**config.mk**
```make
export PLATFORM = sky130hd
export DESIGN_NAME = decoder_n_pipe
export DESIGN_NICKNAME = d
export VERILOG_FILES = /design/src/rtl/decoder_n_pipe.sv
export SDC_FILE = /design/constraint.sdc
export NUM_CORES = 1
export LEC_CHECK = 0
export BUFFER_PORTS_ARGS = -buffer_cell sky130_fd_sc_hd__buf_2
export CAP_MARGIN = 25
export CORE_UTILIZATION = 30
export CTS_CLUSTER_SIZE = 20
export DETAILED_ROUTE_END_ITERATION = 10
export MAX_ROUTING_LAYER = met4
export REMOVE_ABC_BUFFERS = 1
export SETUP_SLACK_MARGIN = 0.02
export SLEW_MARGIN = 5
export SYNTH_ARGS = -nofsm -noshare
export SYNTH_HDL_FRONTEND = slang
export SYNTH_SLANG_ARGS = --single-unit
```
**constraint.sdc**
```tcl
create_clock -name clk -period 2.95 [get_ports clk]
set_clock_uncertainty 0.2 [all_clocks]
set_input_delay 0.4425 -clock clk [delete_from_list [all_inputs] [get_ports clk]]
set_output_delay 0.4425 -clock clk [all_outputs]
set_load 0.01 [all_outputs]
```
**src/rtl/decoder_n_pipe.sv**
```systemverilog
`default_nettype none
// ============================================================================
// Module      : decoder_n_pipe
// Description : Registered N-to-2^N decoder with a valid/ready stream
//               interface. Produces one-hot, thermometer or active-low
//               one-hot codes from din, or runs a self-timed one-hot scan
//               (digit/row strobe) at a programmable step rate.
// Revision    : 1.0  initial release
// ============================================================================
module decoder_n_pipe #(
  parameter int N_IN     = 2,   // select width, 1..5
  parameter int SCAN_DIV = 4    // cycles per scan step, >= 1
) (
  input  logic                   clk,
  input  logic                   rst_n,
  input  logic                   en,
  input  logic [1:0]             mode,
  input  logic                   in_valid,
  output logic                   in_ready,
  input  logic [N_IN-1:0]        din,
  output logic                   out_valid,
  input  logic                   out_ready,
  output logic [(2**N_IN)-1:0]   dout
);

  localparam int c_OUT_W = 2 ** N_IN;
  localparam int c_DIV_W = (SCAN_DIV > 1) ? $clog2(SCAN_DIV) : 1;

  localparam logic [c_DIV_W-1:0] c_DIV_LAST = c_DIV_W'(SCAN_DIV - 1);
  localparam logic [c_OUT_W-1:0] c_ONE      = {{(c_OUT_W-1){1'b0}}, 1'b1};

  localparam logic [1:0] c_MODE_ONEHOT  = 2'b00;
  localparam logic [1:0] c_MODE_THERM   = 2'b01;
  localparam logic [1:0] c_MODE_SCAN    = 2'b10;
  localparam logic [1:0] c_MODE_ONEHOTN = 2'b11;

  // Output register and scan state
  logic                 r_valid;
  logic [c_OUT_W-1:0]   r_dout;
  logic [N_IN-1:0]      r_pos;
  logic [c_DIV_W-1:0]   r_div;

  // Combinational helpers
  logic                 w_scan;
  logic                 w_free;
  logic                 w_pop;
  logic                 w_accept;
  logic                 w_tick;
  logic [c_OUT_W-1:0]   w_onehot;
  logic [c_OUT_W-1:0]   w_therm;
  logic [c_OUT_W-1:0]   w_scan_word;
  logic [c_OUT_W-1:0]   w_code;

  assign w_scan   = (mode == c_MODE_SCAN);
  // The register can take a new word if it is empty or being drained now.
  assign w_free   = !r_valid || out_ready;
  assign w_pop    = r_valid && out_ready;
  assign in_ready = rst_n && en && !w_scan && w_free;
  assign w_accept = in_valid && in_ready;
  // Terminal count of the step divider; stays asserted while a step is pending.
  assign w_tick   = (r_div == c_DIV_LAST);

  assign out_valid = r_valid;
  assign dout      = r_dout;

  // Thermometer bit i is set for every position at or below the select.
  generate
    for (genvar gi = 0; gi < c_OUT_W; gi++) begin : g_therm
      assign w_therm[gi] = (32'(gi) <= 32'(din));
    end
  endgenerate

  // Decode din according to the requested code and form the scan word
  always_comb begin
    w_onehot    = c_ONE << din;
    w_scan_word = c_ONE << r_pos;
    w_code      = w_onehot;
    case (mode)
      c_MODE_ONEHOT:  w_code = w_onehot;
      c_MODE_THERM:   w_code = w_therm;
      c_MODE_ONEHOTN: w_code = ~w_onehot;
      default:        w_code = w_onehot;
    endcase
  end

  // Output register, scan position and step divider
  always_ff @(posedge clk) begin
    if (!rst_n || !en) begin
      // Reset and disable both flush the register and restart the scan.
      r_valid <= 1'b0;
      r_dout  <= '0;
      r_pos   <= '0;
      r_div   <= '0;
    end else if (w_scan) begin
      if (w_tick) begin
        if (w_free) begin
          r_valid <= 1'b1;
          r_dout  <= w_scan_word;
          r_pos   <= r_pos + 1'b1;
          r_div   <= '0;
        end
        // Stalled: divider parks at terminal count so the step is not lost.
      end else begin
        r_div <= r_div + 1'b1;
        if (w_pop) begin
          r_valid <= 1'b0;
          r_dout  <= '0;
        end
      end
    end else begin
      // Outside scan the position and divider sit at zero, so entering
      // scan always starts at word 0 after a full divider period.
      r_pos <= '0;
      r_div <= '0;
      if (w_accept) begin
        r_valid <= 1'b1;
        r_dout  <= w_code;
      end else if (w_pop) begin
        r_valid <= 1'b0;
        r_dout  <= '0;
      end
    end
  end

endmodule
`default_nettype wire

```
==> impl_results.md <==
* M1 GR Usage at 17.6%
* Worst slew pin tran at between 0.4 and 0.5 ns
* Reg2Reg Setup Slack at 0.93 ns
* CP max stage cell: ha_1
* Kind of critical path: flop to flop
* Total wire length at 1570 µm
* GRT Residual Overflow at 0
* GR Util met3 at 2.16%
* TritonCTS clock tree: built
* Synth Area in Simple Gates at 24.2%
* Share of layout cells above drive strength 1 at 22.2%
* Post-Route Setup TNS at 0 ns
* Kind of path behind the tightest hold check: flop to flop
* Starting density of the core at approximately 33%
* Average cell area after synthesis at 8.07 µm²
* CP Max Fanout at 13
* Via count of the routed design at 681
* Final Cycle Share at 68.6%
* Status: completed
* Clock Pin Slew Worst Setup and Hold Paths at around 0.060 ns
* Worst setup path start: r_div[0]
* Data arrival time of the critical path at 1.98 ns
* Register area share after synthesis at 26.6%
* Normalized max-slew margin at 71.5%
* Resize count post-CTS at 0
* Final Net Count at around 110
* Final Wtd Congestion at 0.743
* Synth Warn # at 0
* Total power at 0.274 mW
* Mux contribution to synthesized area at 6.09%
* Crit path time final at 2.02 ns
* Post-Synthesis Cells at 84
* Final worst setup slack at 0.928 ns
* Worst-case reg-to-reg path depth at 6
* Layout overhead on the synthesized area at 16.2%
* Antenna viol nets, final at 0
* Rows at 16
* Highest clock rate at 0.494 GHz
* I/O pin count at 15
* VDD IR max at 0.242 mV
* Post-cts hold buffer count at 0
* Worst Hold Depth at 2
* RSZ-0062 raised after global routing: no
* Synth cell types at 32
* Largest net degree at the start of global routing at 14
* Lkg Pwr at 0.325 nW
* Flops & latches, synth at 9
* Worst Hold Slack at ~0.28 ns
* EDFF count, synth at 0
* Final Hold Fails at 0
* CTS buffer count at 3
* Total clock sinks at 9
* Critical R2R Capture: dout[2]
* Cell Chain, Critical Path: ha_1, nor2b_1, a221oi_2, o22ai_1, nand2b_1, a32o_2
* Synth Area in XOR/XNOR at 1.29%
* Setup violators final at 0
* Cell Area, Synth at 678 µm²
* Global routing usage on met2 at 22.7%
* Maximum buffer depth of the clock tree at 2
* CP required at 2.91 ns
* Port bufs at 14
* Compound-Gate Fraction of Synth Area at roughly 28%
* Adder-cell share of the synthesized area at around 9.2%
* Grt peak-use layer: met2
* Max cap viols at 0
* Async set-reset flop share out of synthesis at 0%
* Clk root buf: clkbuf_4
* Antenna cells at 0
* GRT Util Overall at 14.4%
* Residual DRC at 0
* CP Launch Type: flop
* Via density per instance at roughly 5.4
* Largest family of logic cells by synthesized area: compound AO/OA/AOI/OAI gates
* CP endpoint kind: flop
* H-tree level count at 1
* Number of global-route vias before repair at 622
* Postcts setup bufs at 0
* Post-synth top flop: dfxtp_1
* Pre-antenna DRT Iters at 4
* Place WS at 0.960 ns
* Clk Latency, worst-skew pair at 0.27 ns
* DIE HEIGHT at 49.5 µm
* First-pass GRT wire length at 2680 µm
* Die Width at just under 50 µm
* FF-to-FF Start: r_div[0]
* Die Footprint at 2450 µm²
* Slew Limit Fails at 0
* End of the critical path: dout[2]
* Initial antenna violation count at 0
* WL/cell at 12.5 µm
* HPWL after DPL at 1150 µm
* CP max stage delay at 0.43 ns
* Core ar. at 2040 µm²
* Pwr Density at 347 nW/µm²
* DR iter-0 viols at 9
[critical path, delay by kind of cell (launching register included)]
family	cells	cell delay [ns]
AOI/OAI and AO/OA	3	0.65
adders and majority gates	1	0.43
DFF	1	0.35
and+or+nand+nor	2	0.29
[power breakdown]
group          total [mW]  switching [mW]  internal, mW
logic              0.0458          0.0273        0.0185
clock network       0.102          0.0498        0.0523
registers           0.126         0.00199         0.124
total               0.274          0.0791         0.194
[state kept, by name, indices dropped and copies added (netlist names)]
name / cells
r_pos: 2
r_div: 2
dout: 4
out_valid: 1
[cells in the mapped netlist, types with 2 or more instances]
library cell / count / area, µm²
a21oi_1: 8 / 40.0
inv_1: 3 / 11.3
nor3_1: 5 / 25.0
o21ai_0: 5 / 25.0
dfxtp_1: 9 / 180
o211ai_1: 3 / 22.5
nand2_1: 10 / 37.5
nand3_1: 4 / 20.0
and2_1: 2 / 12.5
nor2b_1: 3 / 18.8
a31oi_1: 2 / 12.5
ha_1: 5 / 62.6
nand2b_1: 3 / 18.8
mux2i_1: 3 / 30.0
o22ai_1: 2 / 12.5
[metrics by stage]
stage               util, %  cell area, µm²  std cells
detailed placement     37.3             762        122
finish                 38.6             788        126
global route           38.6             788        126
CTS                    38.6             788        126
global placement       37.3             762        122
floorplan                 -             658         81
[cells in the final DEF (no fill, tap or decap), types with 2 or more instances in the layout]
| cell | Yosys | layout |
|---|---|---|
| a21oi_1 | 8 | 8 |
| a31oi_1 | 2 | 2 |
| and2_1 | 2 | 2 |
| buf_2 | 1 | 14 |
| clkbuf_4 | 0 | 3 |
| dfxtp_1 | 9 | 9 |
| ha_1 | 5 | 5 |
| inv_1 | 3 | 3 |
| mux2i_1 | 3 | 3 |
| nand2_1 | 10 | 10 |
| nand2b_1 | 3 | 3 |
| nand3_1 | 4 | 4 |
| nor2b_1 | 3 | 3 |
| nor3_1 | 5 | 5 |
| o211ai_1 | 3 | 3 |
| o21ai_0 | 5 | 5 |
| o22ai_1 | 2 | 2 |
[cell type report]
| class | instances | area [µm²] |
|---|---|---|
| Fill cell | 236 | 1250 |
| Multi-Input combinational cell | 69 | 467 |
| Sequential cell | 9 | 180 |
| Timing Repair Buffer | 14 | 70.1 |
| Tap cell | 27 | 33.8 |
| Clock buffer | 4 | 26.3 |
| Inverter | 3 | 11.3 |
[worst min-delay path by stage]
| stage | start | to | slack (ns) |
|---|---|---|---|
| final | dout[3] | dout[3] | 0.28 |
| after global routing | in_valid | out_valid | 0.32 |
| after CTS | dout[3] | dout[3] | 0.28 |
| after detailed placement | dout[3] | dout[3] | 0.27 |
| after global placement | dout[3] | dout[3] | 0.27 |
| after floorplan | r_div[0] | r_div[0] | 0.26 |
[logic make-up (layout without fill, tap and decap cells)]
group / count (synthesis) / count (layout)
buffers and inverters: 6 / 21
muxes: 4 / 4
xor gates and xnor gates: 1 / 1
and+or+nand+nor: 31 / 31
DFF: 9 / 9
adders and majority gates: 5 / 5
AOI/OAI and AO/OA: 28 / 28
[per-layer routing]
metal  share of wire (%)  up-vias
li1                    -      342
met1                  48      314
met2                  45       19
met3                 5.2        6
met4                 1.6        0
met5                   0        -
Power figures use the tool's default switching activity.
